[src/rtl/vram_painter_pkg.sv]
// Shared types and helpers for the VRAM painter: FSM states, ILI9341 colours,
// and the address-width calculation used for port sizing.
package vram_painter_pkg;

    typedef logic [15:0] ILI9341_color_t;

    localparam ILI9341_color_t BLACK = 16'h0000;
    localparam ILI9341_color_t WHITE = 16'hFFFF;

    typedef enum logic [1:0] {
        S_CLEAR,
        S_IDLE,
        S_PAINT
    } state_t;

    function automatic int unsigned addr_width(input int unsigned depth);
        int unsigned w;
        w = 0;
        while ((64'(1) << w) < 64'(depth)) begin
            w++;
        end
        return (w == 0) ? 1 : w;
    endfunction

endpackage

[src/rtl/vram_painter_rr_arbiter.sv]
// Round-robin arbiter: grants the first requesting channel at or after the
// priority pointer; the pointer moves past the granted channel on advance.
module rr_arbiter
    import vram_painter_pkg::*;
#(
    parameter int unsigned N  = 2,
    parameter int unsigned IW = (N > 1) ? $clog2(N) : 1
) (
    input  logic          clk,
    input  logic          rst,
    input  logic [N-1:0]  req,
    input  logic          adv,
    output logic [N-1:0]  grant,
    output logic [IW-1:0] idx
);

    logic [IW-1:0] pri_q;
    logic [IW-1:0] pri_d;
    logic [IW-1:0] cand;
    logic          found;

    always_comb begin
        grant = '0;
        idx   = '0;
        found = 1'b0;
        cand  = '0;
        for (int unsigned k = 0; k < N; k++) begin
            cand = IW'((32'(pri_q) + k) % N);
            if (!found && req[cand]) begin
                found       = 1'b1;
                grant[cand] = 1'b1;
                idx         = cand;
            end
        end
        pri_d = pri_q;
        if (adv && found) begin
            pri_d = (32'(idx) == N - 1) ? '0 : idx + IW'(1);
        end
    end

    always_ff @(posedge clk or posedge rst) begin
        if (rst) begin
            pri_q <= '0;
        end else begin
            pri_q <= pri_d;
        end
    end

endmodule

[src/rtl/vram_painter.sv]
// VRAM write controller: full-frame clear on reset/request, then round-robin
// painting of a clipped square brush around each accepted touch point.
module vram_painter
    import vram_painter_pkg::*;
#(
    parameter int unsigned       DISPLAY_WIDTH  = 240,
    parameter int unsigned       DISPLAY_HEIGHT = 320,
    parameter int unsigned       VRAM_W         = 16,
    parameter int unsigned       N_TOUCH        = 2,
    parameter int unsigned       BRUSH_R        = 1,
    parameter logic [VRAM_W-1:0] CLEAR_COLOR    = VRAM_W'(BLACK),
    parameter int unsigned       CW             = 9
) (
    input  logic                    clk,
    input  logic                    rst,
    input  logic                    ena,
    input  logic [N_TOUCH-1:0]      touch_valid,
    input  logic [N_TOUCH*CW-1:0]   touch_x,
    input  logic [N_TOUCH*CW-1:0]   touch_y,
    input  logic [VRAM_W-1:0]       pen_color,
    input  logic                    erase,
    input  logic                    clear_req,
    output logic                    vram_wr_ena,
    output logic [addr_width(DISPLAY_WIDTH*DISPLAY_HEIGHT)-1:0] vram_wr_addr,
    output logic [VRAM_W-1:0]       vram_wr_data,
    output logic                    busy,
    output logic                    clear_done
);

    localparam int unsigned AW = addr_width(DISPLAY_WIDTH * DISPLAY_HEIGHT);
    localparam int unsigned IW = (N_TOUCH > 1) ? $clog2(N_TOUCH) : 1;

    typedef logic [CW:0]   cx_t;
    typedef logic [AW-1:0] addr_t;

    localparam cx_t   XMAX      = cx_t'(DISPLAY_WIDTH - 1);
    localparam cx_t   YMAX      = cx_t'(DISPLAY_HEIGHT - 1);
    localparam cx_t   RAD       = cx_t'(BRUSH_R);
    localparam addr_t LAST_ADDR = addr_t'(DISPLAY_WIDTH * DISPLAY_HEIGHT - 1);
    localparam addr_t ROW_STEP  = addr_t'(DISPLAY_WIDTH);

    state_t            state_q, state_d;
    addr_t             cnt_q, cnt_d;
    addr_t             row_q, row_d;
    logic [CW-1:0]     x_q, x_d, y_q, y_d;
    logic [CW-1:0]     x0_q, x0_d, x1_q, x1_d, y1_q, y1_d;
    logic [CW-1:0]     px_q, px_d, py_q, py_d;
    logic [VRAM_W-1:0] color_q, color_d;
    logic [IW-1:0]     chan_q, chan_d;
    logic              clear_pend_q, clear_pend_d;
    logic              done_pend_q, done_pend_d;

    logic [N_TOUCH-1:0][CW-1:0]     last_x_q, last_x_d;
    logic [N_TOUCH-1:0][CW-1:0]     last_y_q, last_y_d;
    logic [N_TOUCH-1:0][VRAM_W-1:0] last_c_q, last_c_d;
    logic [N_TOUCH-1:0]             last_v_q, last_v_d;

    logic              wr_ena_q, wr_ena_d;
    addr_t             wr_addr_q, wr_addr_d;
    logic [VRAM_W-1:0] wr_data_q, wr_data_d;
    logic              busy_q, busy_d;
    logic              clear_done_q, clear_done_d;

    logic [N_TOUCH-1:0] grant;
    logic [IW-1:0]      gidx;
    logic               adv;

    cx_t               tx, ty, cx, cy, xm, xp, ym, yp;
    logic [CW-1:0]     ax0, ax1, ay0, ay1;
    logic [VRAM_W-1:0] acc_color;
    logic              dup;

    rr_arbiter #(
        .N  (N_TOUCH),
        .IW (IW)
    ) u_arb (
        .clk   (clk),
        .rst   (rst),
        .req   (touch_valid),
        .adv   (adv),
        .grant (grant),
        .idx   (gidx)
    );

    // Candidate point for the granted channel; x-R is kept one bit wider so
    // the top bit flags underflow at the left/top edge.
    always_comb begin
        tx  = {1'b0, touch_x[gidx*CW +: CW]};
        ty  = {1'b0, touch_y[gidx*CW +: CW]};
        cx  = (tx > XMAX) ? XMAX : tx;
        cy  = (ty > YMAX) ? YMAX : ty;
        xm  = cx - RAD;
        xp  = cx + RAD;
        ym  = cy - RAD;
        yp  = cy + RAD;
        ax0 = xm[CW] ? '0 : xm[CW-1:0];
        ay0 = ym[CW] ? '0 : ym[CW-1:0];
        ax1 = (xp > XMAX) ? XMAX[CW-1:0] : xp[CW-1:0];
        ay1 = (yp > YMAX) ? YMAX[CW-1:0] : yp[CW-1:0];
        acc_color = erase ? CLEAR_COLOR : pen_color;
        dup = last_v_q[gidx] && (last_x_q[gidx] == cx[CW-1:0]) &&
              (last_y_q[gidx] == cy[CW-1:0]) && (last_c_q[gidx] == acc_color);
    end

    always_comb begin
        state_d      = state_q;
        cnt_d        = cnt_q;
        row_d        = row_q;
        x_d          = x_q;
        y_d          = y_q;
        x0_d         = x0_q;
        x1_d         = x1_q;
        y1_d         = y1_q;
        px_d         = px_q;
        py_d         = py_q;
        color_d      = color_q;
        chan_d       = chan_q;
        clear_pend_d = clear_pend_q;
        done_pend_d  = done_pend_q;
        last_x_d     = last_x_q;
        last_y_d     = last_y_q;
        last_c_d     = last_c_q;
        last_v_d     = last_v_q;
        wr_ena_d     = 1'b0;
        wr_addr_d    = wr_addr_q;
        wr_data_d    = wr_data_q;
        clear_done_d = 1'b0;
        adv          = 1'b0;

        if (ena) begin
            clear_done_d = done_pend_q;
            done_pend_d  = 1'b0;
            unique case (state_q)
                S_CLEAR: begin
                    wr_ena_d  = 1'b1;
                    wr_addr_d = cnt_q;
                    wr_data_d = CLEAR_COLOR;
                    if (cnt_q == LAST_ADDR) begin
                        state_d     = S_IDLE;
                        cnt_d       = '0;
                        done_pend_d = 1'b1;
                    end else begin
                        cnt_d = cnt_q + addr_t'(1);
                    end
                end
                S_IDLE: begin
                    if (clear_req || clear_pend_q) begin
                        state_d      = S_CLEAR;
                        cnt_d        = '0;
                        clear_pend_d = 1'b0;
                    end else if (|grant) begin
                        adv = 1'b1;
                        if (!dup) begin
                            state_d = S_PAINT;
                            chan_d  = gidx;
                            px_d    = cx[CW-1:0];
                            py_d    = cy[CW-1:0];
                            color_d = acc_color;
                            x_d     = ax0;
                            x0_d    = ax0;
                            x1_d    = ax1;
                            y_d     = ay0;
                            y1_d    = ay1;
                            row_d   = addr_t'(ay0) * ROW_STEP;
                        end
                    end
                end
                S_PAINT: begin
                    wr_ena_d  = 1'b1;
                    wr_addr_d = row_q + addr_t'(x_q);
                    wr_data_d = color_q;
                    if (clear_req) begin
                        clear_pend_d = 1'b1;
                    end
                    // Row base steps by the display width so the raster loop needs no multiply.
                    if (x_q == x1_q) begin
                        if (y_q == y1_q) begin
                            state_d          = S_IDLE;
                            last_x_d[chan_q] = px_q;
                            last_y_d[chan_q] = py_q;
                            last_c_d[chan_q] = color_q;
                            last_v_d[chan_q] = 1'b1;
                        end else begin
                            x_d   = x0_q;
                            y_d   = y_q + CW'(1);
                            row_d = row_q + ROW_STEP;
                        end
                    end else begin
                        x_d = x_q + CW'(1);
                    end
                end
                default: state_d = S_CLEAR;
            endcase
        end

        busy_d = (state_d != S_IDLE);
    end

    always_ff @(posedge clk or posedge rst) begin
        if (rst) begin
            state_q      <= S_CLEAR;
            cnt_q        <= '0;
            row_q        <= '0;
            x_q          <= '0;
            y_q          <= '0;
            x0_q         <= '0;
            x1_q         <= '0;
            y1_q         <= '0;
            px_q         <= '0;
            py_q         <= '0;
            color_q      <= '0;
            chan_q       <= '0;
            clear_pend_q <= 1'b0;
            done_pend_q  <= 1'b0;
            last_x_q     <= '0;
            last_y_q     <= '0;
            last_c_q     <= '0;
            last_v_q     <= '0;
            wr_ena_q     <= 1'b0;
            wr_addr_q    <= '0;
            wr_data_q    <= '0;
            busy_q       <= 1'b1;
            clear_done_q <= 1'b0;
        end else begin
            state_q      <= state_d;
            cnt_q        <= cnt_d;
            row_q        <= row_d;
            x_q          <= x_d;
            y_q          <= y_d;
            x0_q         <= x0_d;
            x1_q         <= x1_d;
            y1_q         <= y1_d;
            px_q         <= px_d;
            py_q         <= py_d;
            color_q      <= color_d;
            chan_q       <= chan_d;
            clear_pend_q <= clear_pend_d;
            done_pend_q  <= done_pend_d;
            last_x_q     <= last_x_d;
            last_y_q     <= last_y_d;
            last_c_q     <= last_c_d;
            last_v_q     <= last_v_d;
            wr_ena_q     <= wr_ena_d;
            wr_addr_q    <= wr_addr_d;
            wr_data_q    <= wr_data_d;
            busy_q       <= busy_d;
            clear_done_q <= clear_done_d;
        end
    end

    assign vram_wr_ena  = wr_ena_q;
    assign vram_wr_addr = wr_addr_q;
    assign vram_wr_data = wr_data_q;
    assign busy         = busy_q;
    assign clear_done   = clear_done_q;

endmodule
[config.mk]
export PLATFORM = sky130hd
export DESIGN_NAME = vram_painter
export DESIGN_NICKNAME = d
export VERILOG_FILES = /design/src/rtl/vram_painter_pkg.sv /design/src/rtl/vram_painter_rr_arbiter.sv /design/src/rtl/vram_painter.sv
export SDC_FILE = /design/constraint.sdc
export NUM_CORES = 1
export LEC_CHECK = 0
export BUFFER_PORTS_ARGS = -buffer_cell sky130_fd_sc_hd__clkbuf_2
export CORE_MARGIN = 4
export CORE_UTILIZATION = 45
export CTS_CLUSTER_DIAMETER = 30
export DETAILED_ROUTE_END_ITERATION = 6
export PLACE_DENSITY_LB_ADDON = 0.2
export SKIP_CTS_REPAIR_TIMING = 1
export SYNTH_ARGS = -nofsm -noshare
export SYNTH_HDL_FRONTEND = slang
export SYNTH_HIERARCHICAL = 1
export SYNTH_SLANG_ARGS = --single-unit
[constraint.sdc]
create_clock -name clk -period 7.2 [get_ports clk]
set_input_delay 0 -clock clk [delete_from_list [all_inputs] [get_ports clk]]
set_output_delay 0 -clock clk [all_outputs]
set_load 0.005 [all_outputs]
Yosys cells after proc, flatten, opt, wreduce, memory -nomap -nowiden --
Cells that the tools add are included.
Storage, ports and cells: bits in registers 225, input bits 59, output and inout bits 36
Cells by class: add/subtract/negate cells 11, multiply operators 2, magnitude comparators 11, equal/unequal tests 17, shift-type cells 2, muxes and demuxes 82, bitwise operators 4, reductions and logical operators 23
Operator list (count):
- $mux 9 | 21
- $mux 17 | 7
- $pmux 17 s2 | 3
- $mux 16 | 4
- $bwmux 18 | 2
- $eq 9x9->1 | 4
- $pmux 9 s2 | 2
- $shiftx 18x6->9 | 2
- $bwmux 32 | 1
- $pmux 16 s2 | 1
- $mux 1 | 25
- $add 9x1->10 const B | 2
- $sub 9x1->10 const B | 2
- $add 9x1->9 const B | 2
- $mux 2 | 9
- $add 17x1->17 const B | 1
- $add 17x8->17 const B | 1
- $add 17x9->17 | 1
- $eq 17x17->1 const B | 1
- $demux 16 s1 | 1
- $eq 16x16->1 | 1
- $ne 2x2->1 const B | 7
- $mul 9x4->13 const B | 1
- $gt 10x8->1 const B | 1
- other kinds (29) | 50

Logic depth before layout (Yosys ltp) --
Gate-level depths: netlist (run 1).
word-level depth 20, depth in mapped cells 27

Cells and area by module --
Netlist (run 1), hierarchy kept.
By module, submodules not included:
- vram_painter | times used 1, cells each 1275, area each 13042.5 um^2
- rr_arbiter | times used 1, cells each 8, area each 66.3 um^2

Worst setup path after synthesis (run 1) --
No wires, ideal clock.
kind reg2reg, from reg u_arb.pri_q, to reg row_q[16], setup time 0.126 ns, arrival time 5.420 ns, data required time 7.074 ns, setup slack 1.654 ns, cell stages (with the launch flop) 23, period minus slack after synthesis 5.546 ns, path through dfrtp_1 > inv_1 > a21boi_1 > buf_2 > buf_6 > buf_4 > buf_2 > buf_2 > mux2_2 > and2_1 > nor2b_1 > a41oi_1 > fa_1 > fa_1 > fa_1 > a21o_1 > a21oi_1 > o21bai_1 > a2111oi_0 > o31ai_1 > a21oi_1 > xnor2_1 > a221o_1
Between the ends: cells in the longest elaborated chain, start to end 17
RTL lines:
- start, declared | line vram_painter_rr_arbiter.sv:17 | logic [IW-1:0] pri_q;
- start signal, assigned | line vram_painter_rr_arbiter.sv:45 | pri_q <= pri_d;
- $mux 1 (not written as such) (2 in a row) | line vram_painter_rr_arbiter.sv:29 | if (!found && req[cand]) begin
- $mux 1 | line vram_painter_rr_arbiter.sv:29
- $logic_not 1->1 | line vram_painter_rr_arbiter.sv:29
- $logic_and 1x1->1 | line vram_painter_rr_arbiter.sv:29
- $mux 1 * | line vram_painter_rr_arbiter.sv:29
- net gidx | line vram_painter.sv:65 | logic [IW-1:0] gidx;
- $mul 1x4->5 | line vram_painter.sv:88, vram_painter.sv:89
- $shiftx 18x6->9 | line vram_painter.sv:89 | ty = {1'b0, touch_y[gidx*CW +: CW]};
- $gt 9x9->1 | line vram_painter.sv:91 | cy = (ty > YMAX) ? YMAX : ty;
- $mux 9 | line vram_painter.sv:91
- $sub 9x1->10 | line vram_painter.sv:94 | ym = cy - RAD;
- $mux 9 | line vram_painter.sv:97 | ay0 = ym[CW] ? '0 : ym[CW-1:0];
- $mul 9x4->13 | line vram_painter.sv:164 | row_d = addr_t'(ay0) * ROW_STEP;
- $mux 17 | line vram_painter.sv:153 | if (!dup) begin
- $mux 17 | line vram_painter.sv:151 | end else if (|grant) begin
- $mux 17 | line vram_painter.sv:147 | if (clear_req || clear_pend_q) begin
- $pmux 17 s2 | line vram_painter.sv:133 | unique case (state_q)
- end signal, assigned | line vram_painter.sv:227 | row_q <= row_d;
- end, declared | line vram_painter.sv:44 | addr_t row_q, row_d;
The timed path passes the listed nets; every way through them passes the cells marked *. The select of a mux whose other input is x is not followed. A chain may end at the register's enable or synchronous reset.

Worst setup path in the final report (run 1) --
from reg u_arb.pri_q, to reg row_q[16]
Between the ends: cells in the longest elaborated chain, start to end 17
RTL lines:
- $mux 1 (not written as such) (2 in a row) | line vram_painter_rr_arbiter.sv:29
- $mux 1 | line vram_painter_rr_arbiter.sv:29
- $logic_not 1->1 | line vram_painter_rr_arbiter.sv:29
- $logic_and 1x1->1 | line vram_painter_rr_arbiter.sv:29
- $mux 1 * | line vram_painter_rr_arbiter.sv:29
- net gidx | line vram_painter.sv:65
- $mul 1x4->5 * | line vram_painter.sv:89
- $shiftx 18x6->9 * | line vram_painter.sv:89
- (+2 left out)
- net cy[0] | line vram_painter.sv:68 | cx_t tx, ty, cx, cy, xm, xp, ym, yp;
- $sub 9x1->10 | line vram_painter.sv:94
- $mux 9 | line vram_painter.sv:97
- $mul 9x4->13 | line vram_painter.sv:164
- $mux 17 | line vram_painter.sv:153
- $mux 17 | line vram_painter.sv:151
- $mux 17 | line vram_painter.sv:147
- $pmux 17 s2 | line vram_painter.sv:133
Marks and branches as above.

==> results.json, run 1 <==
{
  "final_cell_mix": "dfrtp_1, clkbuf_2, mux2_2",
  "drtIter0Drc": 728,
  "syn_to_final_growth_pct": 22.48,
  "die_height_um": 178.7,
  "htreeDepth": 2,
  "grt_pass1_vias": 10246,
  "tightest_slew_ns": 1.115,
  "synth_cell_types": 80,
  "nFillCells": 2541,
  "cts.clk_slew.worst_paths_ns": 0.05,
  "postRouteAntennaNets": 0,
  "period_share": 0.8908,
  "grt_pass1_wl_mm": 55.07,
  "use_met3": 0.03437,
  "root_buffer": "clkbuf_16",
  "syn_inst": 1283,
  "place_hpwl_mm": 23.04,
  "hp-start": "touch_y[14]",
  "io-pin-count": 95,
  "worstSetupPathType": "flop to flop",
  "use_met2": 0.3515,
  "cap_violations": 0,
  "drive_gt1_frac": 0.2261,
  "ir_drop_mv": 0.2180,
  "dieArea_um2": 31920,
  "avgSynthCellArea_um2": 10.22,
  "clock_path_buffers": 3,
  "portBuffers": 94,
  "violations": "hold timing",
  "crit_start": "u_arb/pri_q$_DFFE_PP0P_",
  "synth_area_leaders": "dfrtp_1, mux2_2, mux2i_1",
  "timing.rr.start": "u_arb/pri_q$_DFFE_PP0P_",
  "synth_top_area_frac": 0.4200,
  "insertion_delay_ns": 0.56,
  "initial_utilization": 0.4567,
  "drt-total-wl_mm": 34.09,
  "synth_nets": 1387,
  "grt_use_met1": 0.2899,
  "grt_max_degree": 146,
  "crit_path_end_kind": "flop",
  "tritoncts": "yes",
  "grt_busiest_layer": "met2",
  "fin_crit_ns": 6.413,
  "num_vias": 10299,
  "slew_headroom": 0.2536,
  "wire_per_inst_um": 18.58,
  "startpoint_type": "flop",
  "core_area_um2": 28700,
  "maxSlewViolCount": 0,
  "drt-pass1-iter-count": 5,
  "yosys_warnings": 6,
  "die_w_um": 178.7,
  "ys.flop_type": "dfrtp_1",
  "rsz0062_at_grt": "false",
  "clock.fmax_mhz": 155.9,
  "fin_hold_ws_ns": -0.01849,
  "leakagePower_uw": 0.007420,
  "finalClockSkew_ns": 0.02655,
  "final_cell_count_no_fill": 1835,
  "status": "finished, violations left",
  "diodes": 0,
  "finalHoldViolations": 2,
  "antenna_found_initial": 0,
  "grt_usage": 0.2143,
  "viasPerCell": 5.613,
  "syn_area_um2": 13110,
  "hp-class": "input pin to flop",
  "nNetsFinal": 1515,
  "ys_async_sr_fraction": 1.000,
  "path_max_fanout": 14,
  "gp_congestion": 0.8510,
  "setup_viol": 0,
  "clock_sinks": 221,
  "numCtsBuffers": 51,
  "synth_edf_count": 0,
  "num_rows": 62,
  "arrival_ns": 6.84,
  "seq_area_frac_synth": 0.4220,
  "gr-total-overflow": 0,
  "final_common_cell": "dfrtp_1",
  "crit_required_ns": 7.62,
  "dp.cells": 1718,
  "power_per_cell_area_nw_per_um2": 387.4,
  "fin_setup_tns_ns": 0,
  "synth_top_cell_by_area": "dfrtp_1",
  "drc_errors": 0,
  "ys_ff_latch": 221
}
[final cells by class]
type / count / area (um^2) / area share
clock buffers: 57 / 1349 / 0.08401
flip-flops and latches: 221 / 5532 / 0.3445
well taps: 384 / 480.5 / 0.02993
clock inverters: 36 / 518.0 / 0.03226
inverters: 54 / 210.2 / 0.01309
repair buffers: 140 / 875.8 / 0.05455
multi-input cells: 943 / 7091 / 0.4416
[cells in the mapped netlist, types with 8 or more instances]
cell       number
a22o_1         18
mux2_1         18
dfrtp_1       220
nor2b_1        22
and3_1          8
or3_1          16
o21ai_0        76
mux2i_1        55
inv_1          53
o41ai_1         9
a2bb2oi_1      15
clkbuf_1       43
fa_1           13
ha_1           32
nand2_1        72
nor3_1         33
nand4_1        13
nand2b_1       14
a21oi_1        73
a21o_1         12
buf_2          10
xnor2_1        51
a31oi_1        15
xor2_1         44
nand3_1        42
nor2_1         69
mux2_4          9
o22ai_1        10
nor4_1         11
mux2_2         89
[power by group]
group / total (uW) / internal, uW / switching [uW]
clock network: 2470 / 1710 / 762
logic: 1890 / 866 / 1030
registers: 1860 / 1540 / 314
[cell families (layout without fill, tap and decap cells)]
kind of cell,Yosys count,in the layout,share of synthesized area
simple gates,339,339,0.1335
compound gates,291,291,0.1443
flops,221,221,0.4220
mux,173,173,0.1470
buf+inv,119,287,0.03932
xor+xnor,95,95,0.06347
fa+ha+maj,45,45,0.05040
[routing by layer]
layer  up-vias  wire [um]
li1       4926          -
met1      5005      15230
met2       294      16120
met3        74       1696
met4         0       1043
met5         -          0
[final timing paths]
check                      cells after the start  slack, ns                          end
max                                           21       0.79        row_q[16]$_DFFE_PP0P_
min                                            3      -0.02          py_q[5]$_DFFE_PP0P_
max reg2reg                                   21       0.79        row_q[16]$_DFFE_PP0P_
min reg2reg                                    1       0.47      last_v_q[0]$_DFFE_PP0P_
max in group asynchronous                      4       5.35          py_q[3]$_DFFE_PP0P_
min in group asynchronous                      3       0.29  vram_wr_data[7]$_DFFE_PP0P_
[worst max-delay path, stage by stage, from the launching register on]
cell,delay (ns)
dfrtp_1,0.38
inv_1,0.10
a21boi_4,0.45
nand2b_1,0.27
o21a_1,0.45
nand2_1,0.24
inv_1,0.16
ha_1,0.18
inv_1,0.06
xnor2_1,0.28
and2_0,0.37
fa_1,0.50
fa_1,0.49
fa_1,0.41
a21o_1,0.20
a21oi_1,0.25
o21bai_1,0.14
a2111oi_0,0.62
o31ai_1,0.15
a21oi_1,0.19
xnor2_1,0.08
a221o_1,0.29
[flip-flops by register name (all words and copies together), names as in the netlist, 13 cells and up]
name,count
last_c_q,32
last_x_q,18
last_y_q,18
cnt_q,17
vram_wr_addr,17
color_q,16
vram_wr_data,16
row_q,13
[through the flow]
| step | setup WS, ns | util | instance area [um^2] | total power (uW) | hold slack [ns] |
|---|---|---|---|---|---|
| 2_1_floorplan | 1.181 | - | 13110 | 3189 | -0.2713 |
| 3_3_place_gp | 1.229 | 0.4860 | 13950 | 3701 | -0.09192 |
| 5_1_grt | 0.4461 | 0.5594 | 16060 | 6583 | 0.02823 |
| 4_1_cts | 0.8799 | 0.5510 | 15820 | 6239 | -0.6880 |
| 6_report | 0.7865 | 0.5594 | 16060 | 6219 | -0.01849 |
| 3_5_place_dp | 0.9970 | 0.4860 | 13950 | 3739 | -0.09204 |
(Power assumes the default switching activity.)
==> run 2, diff against run 1 <==
==> constraint.sdc (replaced) <==
create_clock -name clk -period 7.4 [get_ports clk]
set_input_delay 0 -clock clk [delete_from_list [all_inputs] [get_ports clk]]
set_output_delay 0 -clock clk [all_outputs]
set_load 0.005 [all_outputs]
==> run 2 against run 1 <==
Effect of this change: the flow still finishes with violations (hold timing); sequential share of layout area down 0.14 points; non-clock buffer count down 3; register-to-register slack better by 0.38 ns; critical path depth unchanged; first-iteration DRC count up 12%; clock-buffer cell count up 6; largest cell class unchanged; design area up 0.40%; cell count up 0.16%; clock skew down 0.010 ns.
==> results.json, run 2 (same netlist as run 1, synthesis figures left out) <==
{
  "syn_to_final_growth_pct": 22.96,
  "comb_power_share": 0.300,
  "totalPowerFinal_uw": 6143,
  "fin_crit_ns": 6.234,
  "clock_sinks": 221,
  "io-pin-count": 95,
  "worstSetupPathType": "flop to flop",
  "cap_violations": 0,
  "worstReg2RegEnd": "row_q[16]$_DFFE_PP0P_",
  "seq_area_um2": 5532,
  "nFillCells": 2495,
  "startpoint_type": "flop",
  "grt_usage": 0.2151,
  "power_per_cell_area_nw_per_um2": 381.1,
  "largest_register_ff_count": 32,
  "grt_max_degree": 146,
  "clock_path_buffers": 3,
  "insertion_delay_ns": 0.56,
  "finalClockSkew_ns": 0.01645,
  "root_buffer": "clkbuf_16",
  "p_int_uw": 4085,
  "final_common_cell": "dfrtp_1",
  "drtIter0Drc": 812,
  "htreeDepth": 2,
  "leakagePower_uw": 0.007456,
  "slew_headroom": 0.3003,
  "finalHoldViolations": 5,
  "portBuffers": 94,
  "placed_cell_area_um2": 13930,
  "core_area_um2": 28700,
  "crit_path_end_kind": "flop",
  "dieArea_um2": 31920,
  "rr_worst_depth": 21,
  "violations": "hold timing",
  "clock.fmax_mhz": 160.4,
  "grt_pass1_vias": 10140,
  "path_max_fanout": 14,
  "grt_pass1_wl_mm": 55.30,
  "maxSlewViolCount": 0,
  "viasPerCell": 5.632,
  "period_share": 0.8424,
  "setup_viol": 0,
  "cts.clk_slew.worst_paths_ns": 0.04,
  "switchingPower_uw": 2058,
  "timing.rr.start": "u_arb/pri_q$_DFFE_PP0P_",
  "numCtsBuffers": 53,
  "clock_power_share": 0.405,
  "drc_errors": 0,
  "num_vias": 10352,
  "holdPathEnd": "py_q[5]$_DFFE_PP0P_",
  "die_w_um": 178.7,
  "ir_drop_mv": 0.1985,
  "hp-start": "touch_y[5]",
  "holdPathStages": 3,
  "gr-total-overflow": 0,
  "drt-total-wl_mm": 34.06,
  "wire_per_inst_um": 18.53,
  "hp-class": "input pin to flop",
  "status": "finished, violations left",
  "swShare": 0.3351,
  "place_hpwl_mm": 23.05,
  "nNetsFinal": 1514,
  "die_height_um": 178.7,
  "diodes": 0,
  "tightest_slew_ns": 1.046,
  "crit_required_ns": 7.83,
  "drive_gt1_frac": 0.2276,
  "initial_utilization": 0.4567,
  "num_rows": 62,
  "worst-r2r-setup-slack_ns": 1.17,
  "gp_congestion": 0.8517,
  "fin_hold_ws_ns": -0.03558,
  "tritoncts": "yes",
  "arrival_ns": 6.66,
  "reg.largest.list": "last_c_q: 32 flops, last_x_q: 18 flops, last_y_q: 18 flops",
  "postRouteAntennaNets": 0,
  "final_cell_mix": "dfrtp_1, clkbuf_2, mux2_2",
  "share_seq_of_total_power": 0.295,
  "top_register": "last_c_q",
  "multi_input_area_um2": 7091,
  "fin_area_um2": 16120,
  "fin_setup_tns_ns": 0,
  "rsz0062_at_grt": "false",
  "antenna_found_initial": 0,
  "drt-pass1-iter-count": 5
}
run 2: cell types whose count changed in the layout (fill, tap and decap cells not counted), moves of 2 or more:
cell	delta
clkbuf_16	+2
buf_4	-2
inv_6	+3
clkbuf_8	+3
run 2: worst max path at each step:
stage,start,to,slack (ns),depth (start not counted)
after floorplan,rst,chan_q$_DFFE_PP0P_,1.38,1
after global placement,u_arb/pri_q$_DFFE_PP0P_,row_q[16]$_DFFE_PP0P_,1.39,23
after global routing,u_arb/pri_q$_DFFE_PP0P_,row_q[16]$_DFFE_PP0P_,0.58,23
after detailed placement,u_arb/pri_q$_DFFE_PP0P_,row_q[16]$_DFFE_PP0P_,1.29,21
final,u_arb/pri_q$_DFFE_PP0P_,row_q[16]$_DFFE_PP0P_,1.17,21
after CTS,u_arb/pri_q$_DFFE_PP0P_,row_q[16]$_DFFE_PP0P_,1.22,21
run 2: per-stage QoR:
step | hold slack, ns | setup slack [ns] | instances | utilization
global route | 0.001103 | 0.5771 | 1838 | 0.5616
floorplan | -0.2713 | 1.381 | 1283 | -
detailed placement | -0.09250 | 1.287 | 1716 | 0.4854
CTS | -0.6800 | 1.222 | 1815 | 0.5536
finish | -0.03558 | 1.166 | 1838 | 0.5616
global placement | -0.09185 | 1.392 | 1716 | 0.4854
run 2: final cells by class:
type,instances,area share
Inverter,54,0.01304
Sequential cell,221,0.3432
Clock buffer,63,0.08958
Tap cell,384,0.02981
Clock inverter,36,0.03175
Timing Repair Buffer,137,0.05278
Multi-Input combinational cell,943,0.4399
run 2: power groups by stage:
stage / clock network [uW] / logic (uW) / registers [uW]
floorplan: 0 / 1400 / 1710
global placement: 0 / 1790 / 1810
detailed placement: 0 / 1820 / 1820
CTS: 2530 / 1840 / 1800
global route: 2590 / 2060 / 1850
finish: 2490 / 1840 / 1810
run 2: worst max-delay path, stage by stage, from the launching register on:
cell and delay, ns:
dfrtp_1 0.37, inv_1 0.09, a21boi_4 0.44, nand2b_1 0.26, o21a_1 0.41, nand2_1 0.20, inv_1 0.15, ha_1 0.18
inv_1 0.07, xnor2_1 0.26, and2_0 0.37, fa_1 0.49, fa_1 0.49, fa_1 0.44, a21o_1 0.21, a21oi_1 0.23
o21bai_1 0.13, a2111oi_0 0.59, o31ai_1 0.15, a21oi_1 0.19, xnor2_1 0.08, a221o_1 0.28
run 2: layer usage:
layer / GRT usage / wire [um] / up-vias / share of wire
met2: 0.3544 / 16300 / 284 / 0.48
li1: - / - / 4912 / -
met3: 0.02910 / 1536 / 57 / 0.045
met4: 0.06076 / 805 / 0 / 0.024
met1: 0.2989 / 15420 / 5099 / 0.45
met5: 0 / 0 / - / 0
==> run 3, diff against run 2 <==
==> constraint.sdc (replaced) <==
create_clock -name clk -period 5.2 [get_ports clk]
set_input_delay 0 -clock clk [delete_from_list [all_inputs] [get_ports clk]]
set_output_delay 0 -clock clk [all_outputs]
set_load 0.005 [all_outputs]
==> run 3 against run 2 <==
Effect of this change: the run still ends with hold timing left; register-to-register slack got worse by 0.84 ns; die area is the same; design area is 2.1% higher; highest routed layer unchanged.
==> results.json, run 3 (same netlist as run 1, synthesis figures left out) <==
{
  "status": "finished, violations left",
  "violations": "hold timing",
  "die_w_um": 178.7,
  "final_common_cell": "dfrtp_1",
  "dieArea_um2": 31920,
  "clock.fmax_mhz": 205.2,
  "nNetsFinal": 1553,
  "rr_worst_depth": 23,
  "fin_ws_ns": 0.3270,
  "viasPerCell": 5.615,
  "crit_start": "u_arb/pri_q$_DFFE_PP0P_",
  "cpLargestDelayFamily": "compound AO/OA/AOI/OAI gates",
  "ir_drop_mv": 0.2661,
  "path_cells": "inv_2 > a21boi_4 > buf_4 > mux2i_2 > buf_4 > nand2_1 > xnor2_2 > buf_4 > xor2_1 > and2_1 > ha_1 > inv_1 > fa_1 > inv_1 > ha_1 > a21o_1 > a21oi_2 > o21bai_1 > a2111oi_2 > o31ai_1 > a21oi_1 > xnor2_1 > a221o_1",
  "core_area_um2": 28700,
  "place_hpwl_mm": 23.72,
  "holdPathEnd": "x1_q[3]$_DFFE_PP0P_",
  "maxSlewViolCount": 0,
  "clock_path_buffers": 3,
  "htreeDepth": 2,
  "critPathMaxStageDelay_ns": 0.50,
  "grt_max_degree": 132,
  "wl_met2_mm": 16.58,
  "power_per_cell_area_nw_per_um2": 530.5,
  "cts.clk_slew.worst_paths_ns": 0.05,
  "grt_usage": 0.2176,
  "startpoint_type": "flop",
  "slew_headroom": 0.1870,
  "num_vias": 10540,
  "top_register": "last_c_q",
  "diodes": 0,
  "root_buffer": "clkbuf_16",
  "postRouteAntennaNets": 0,
  "drtIter0Drc": 712,
  "wire_per_inst_um": 18.42,
  "timing.rr.start": "u_arb/pri_q$_DFFE_PP0P_",
  "tritoncts": "yes",
  "slowest_stage": "fa_1",
  "syn_to_final_growth_pct": 25.53,
  "fin_area_um2": 16460,
  "dp_slack_ns": -0.01448,
  "nFillCells": 2510,
  "drt-met1-wl_mm": 15.89,
  "hp-class": "input pin to flop",
  "wl_met3_mm": 1.362,
  "crit_path_end_kind": "flop",
  "clock_sinks": 221,
  "hp-start": "touch_x[4]",
  "die_height_um": 178.7,
  "placed_cell_area_um2": 14230,
  "worstSetupPathType": "flop to flop",
  "leakagePower_uw": 0.007602,
  "path_max_fanout": 10,
  "insertion_delay_ns": 0.56,
  "cap_violations": 0,
  "worstReg2RegEnd": "row_q[16]$_DFFE_PP0P_",
  "grt_pass1_vias": 10572,
  "drt-pass1-iter-count": 5,
  "grt_pass1_wl_mm": 56.10,
  "totalPowerFinal_uw": 8729,
  "crit_required_ns": 5.63,
  "finalHoldViolations": 5,
  "tightest_slew_ns": 1.215,
  "period_share": 0.9371,
  "fin_crit_ns": 4.873,
  "crit_top_cell": "buf_4",
  "drive_gt1_frac": 0.2559,
  "gp_congestion": 0.8749,
  "arrival_ns": 5.30,
  "num_rows": 62,
  "fin_hold_ws_ns": -0.02531,
  "crit_buf_inv": 6,
  "largest_register_ff_count": 32,
  "gr-total-overflow": 0,
  "holdPathStages": 4,
  "setup_viol": 0,
  "finalClockSkew_ns": 0.01511,
  "reg.largest.list": "last_c_q: 32 flops, last_x_q: 18 flops, last_y_q: 18 flops",
  "antenna_found_initial": 0,
  "drt-total-wl_mm": 34.57,
  "worst-r2r-setup-slack_ns": 0.33,
  "portBuffers": 94,
  "drc_errors": 0,
  "highest_layer": "met4",
  "rsz0062_at_grt": "false",
  "final_cell_mix": "dfrtp_1, clkbuf_2, mux2_2",
  "numCtsBuffers": 53,
  "io-pin-count": 95,
  "initial_utilization": 0.4567
}
-- run 3: worst max-delay path by stage --
stage	to	slack (ns)	cells after the start
finish	row_q[16]$_DFFE_PP0P_	0.33	23
global route	row_q[16]$_DFFE_PP0P_	0.01	19
CTS	row_q[16]$_DFFE_PP0P_	-0.05	19
detailed placement	row_q[16]$_DFFE_PP0P_	-0.01	19
global placement	row_q[16]$_DFFE_PP0P_	0.07	19
floorplan	row_q[16]$_DFFE_PP0P_	0.008	24
-- run 3: worst register-to-register path, stage by stage (launching register included) --
cell	delay (ns)
dfrtp_1	0.35
inv_2	0.08
a21boi_4	0.23
buf_4	0.18
mux2i_2	0.23
buf_4	0.21
nand2_1	0.18
xnor2_2	0.18
buf_4	0.14
xor2_1	0.13
and2_1	0.16
ha_1	0.26
inv_1	0.05
fa_1	0.50
inv_1	0.05
ha_1	0.33
a21o_1	0.18
a21oi_2	0.17
o21bai_1	0.12
a2111oi_2	0.36
o31ai_1	0.13
a21oi_1	0.16
xnor2_1	0.08
a221o_1	0.29
-- run 3: stage by stage --
stage	util	hold WS, ns	std cells	TNS, ns
final	0.5733	-0.02531	1877	0
after global routing	0.5733	0.001170	1877	0
after CTS	0.5616	-0.6888	1848	-0.05157
after detailed placement	0.4959	-0.1256	1749	-0.01448
after global placement	0.4959	-0.1382	1749	0
after floorplan	-	-0.2713	1283	0
-- run 3: per-layer routing --
metal  vias to the layer above  GRT usage
li1                       5005          -
met1                      5223     0.3013
met2                       261     0.3597
met3                        51    0.02741
met4                         0    0.06492
met5                         -          0
-- run 3: final cells by class --
cell class / count / area, um^2 / area share
repair buffers: 175 / 1164 / 0.07071
multi-input cells: 944 / 7189 / 0.4369
clock buffers: 67 / 1460 / 0.08873
clock inverters: 32 / 424.2 / 0.02578
well taps: 384 / 480.5 / 0.02920
flip-flops and latches: 221 / 5532 / 0.3361
inverters: 54 / 206.4 / 0.01255
-- run 3: where the power goes --
group	switching, uW	internal, uW	leakage, uW	total [uW]
Combinational	1450	1280	0.00382	2720
Sequential	440	2140	0.00289	2580
Clock	1050	2380	0.000900	3430
Total	2930	5790	0.00760	8730
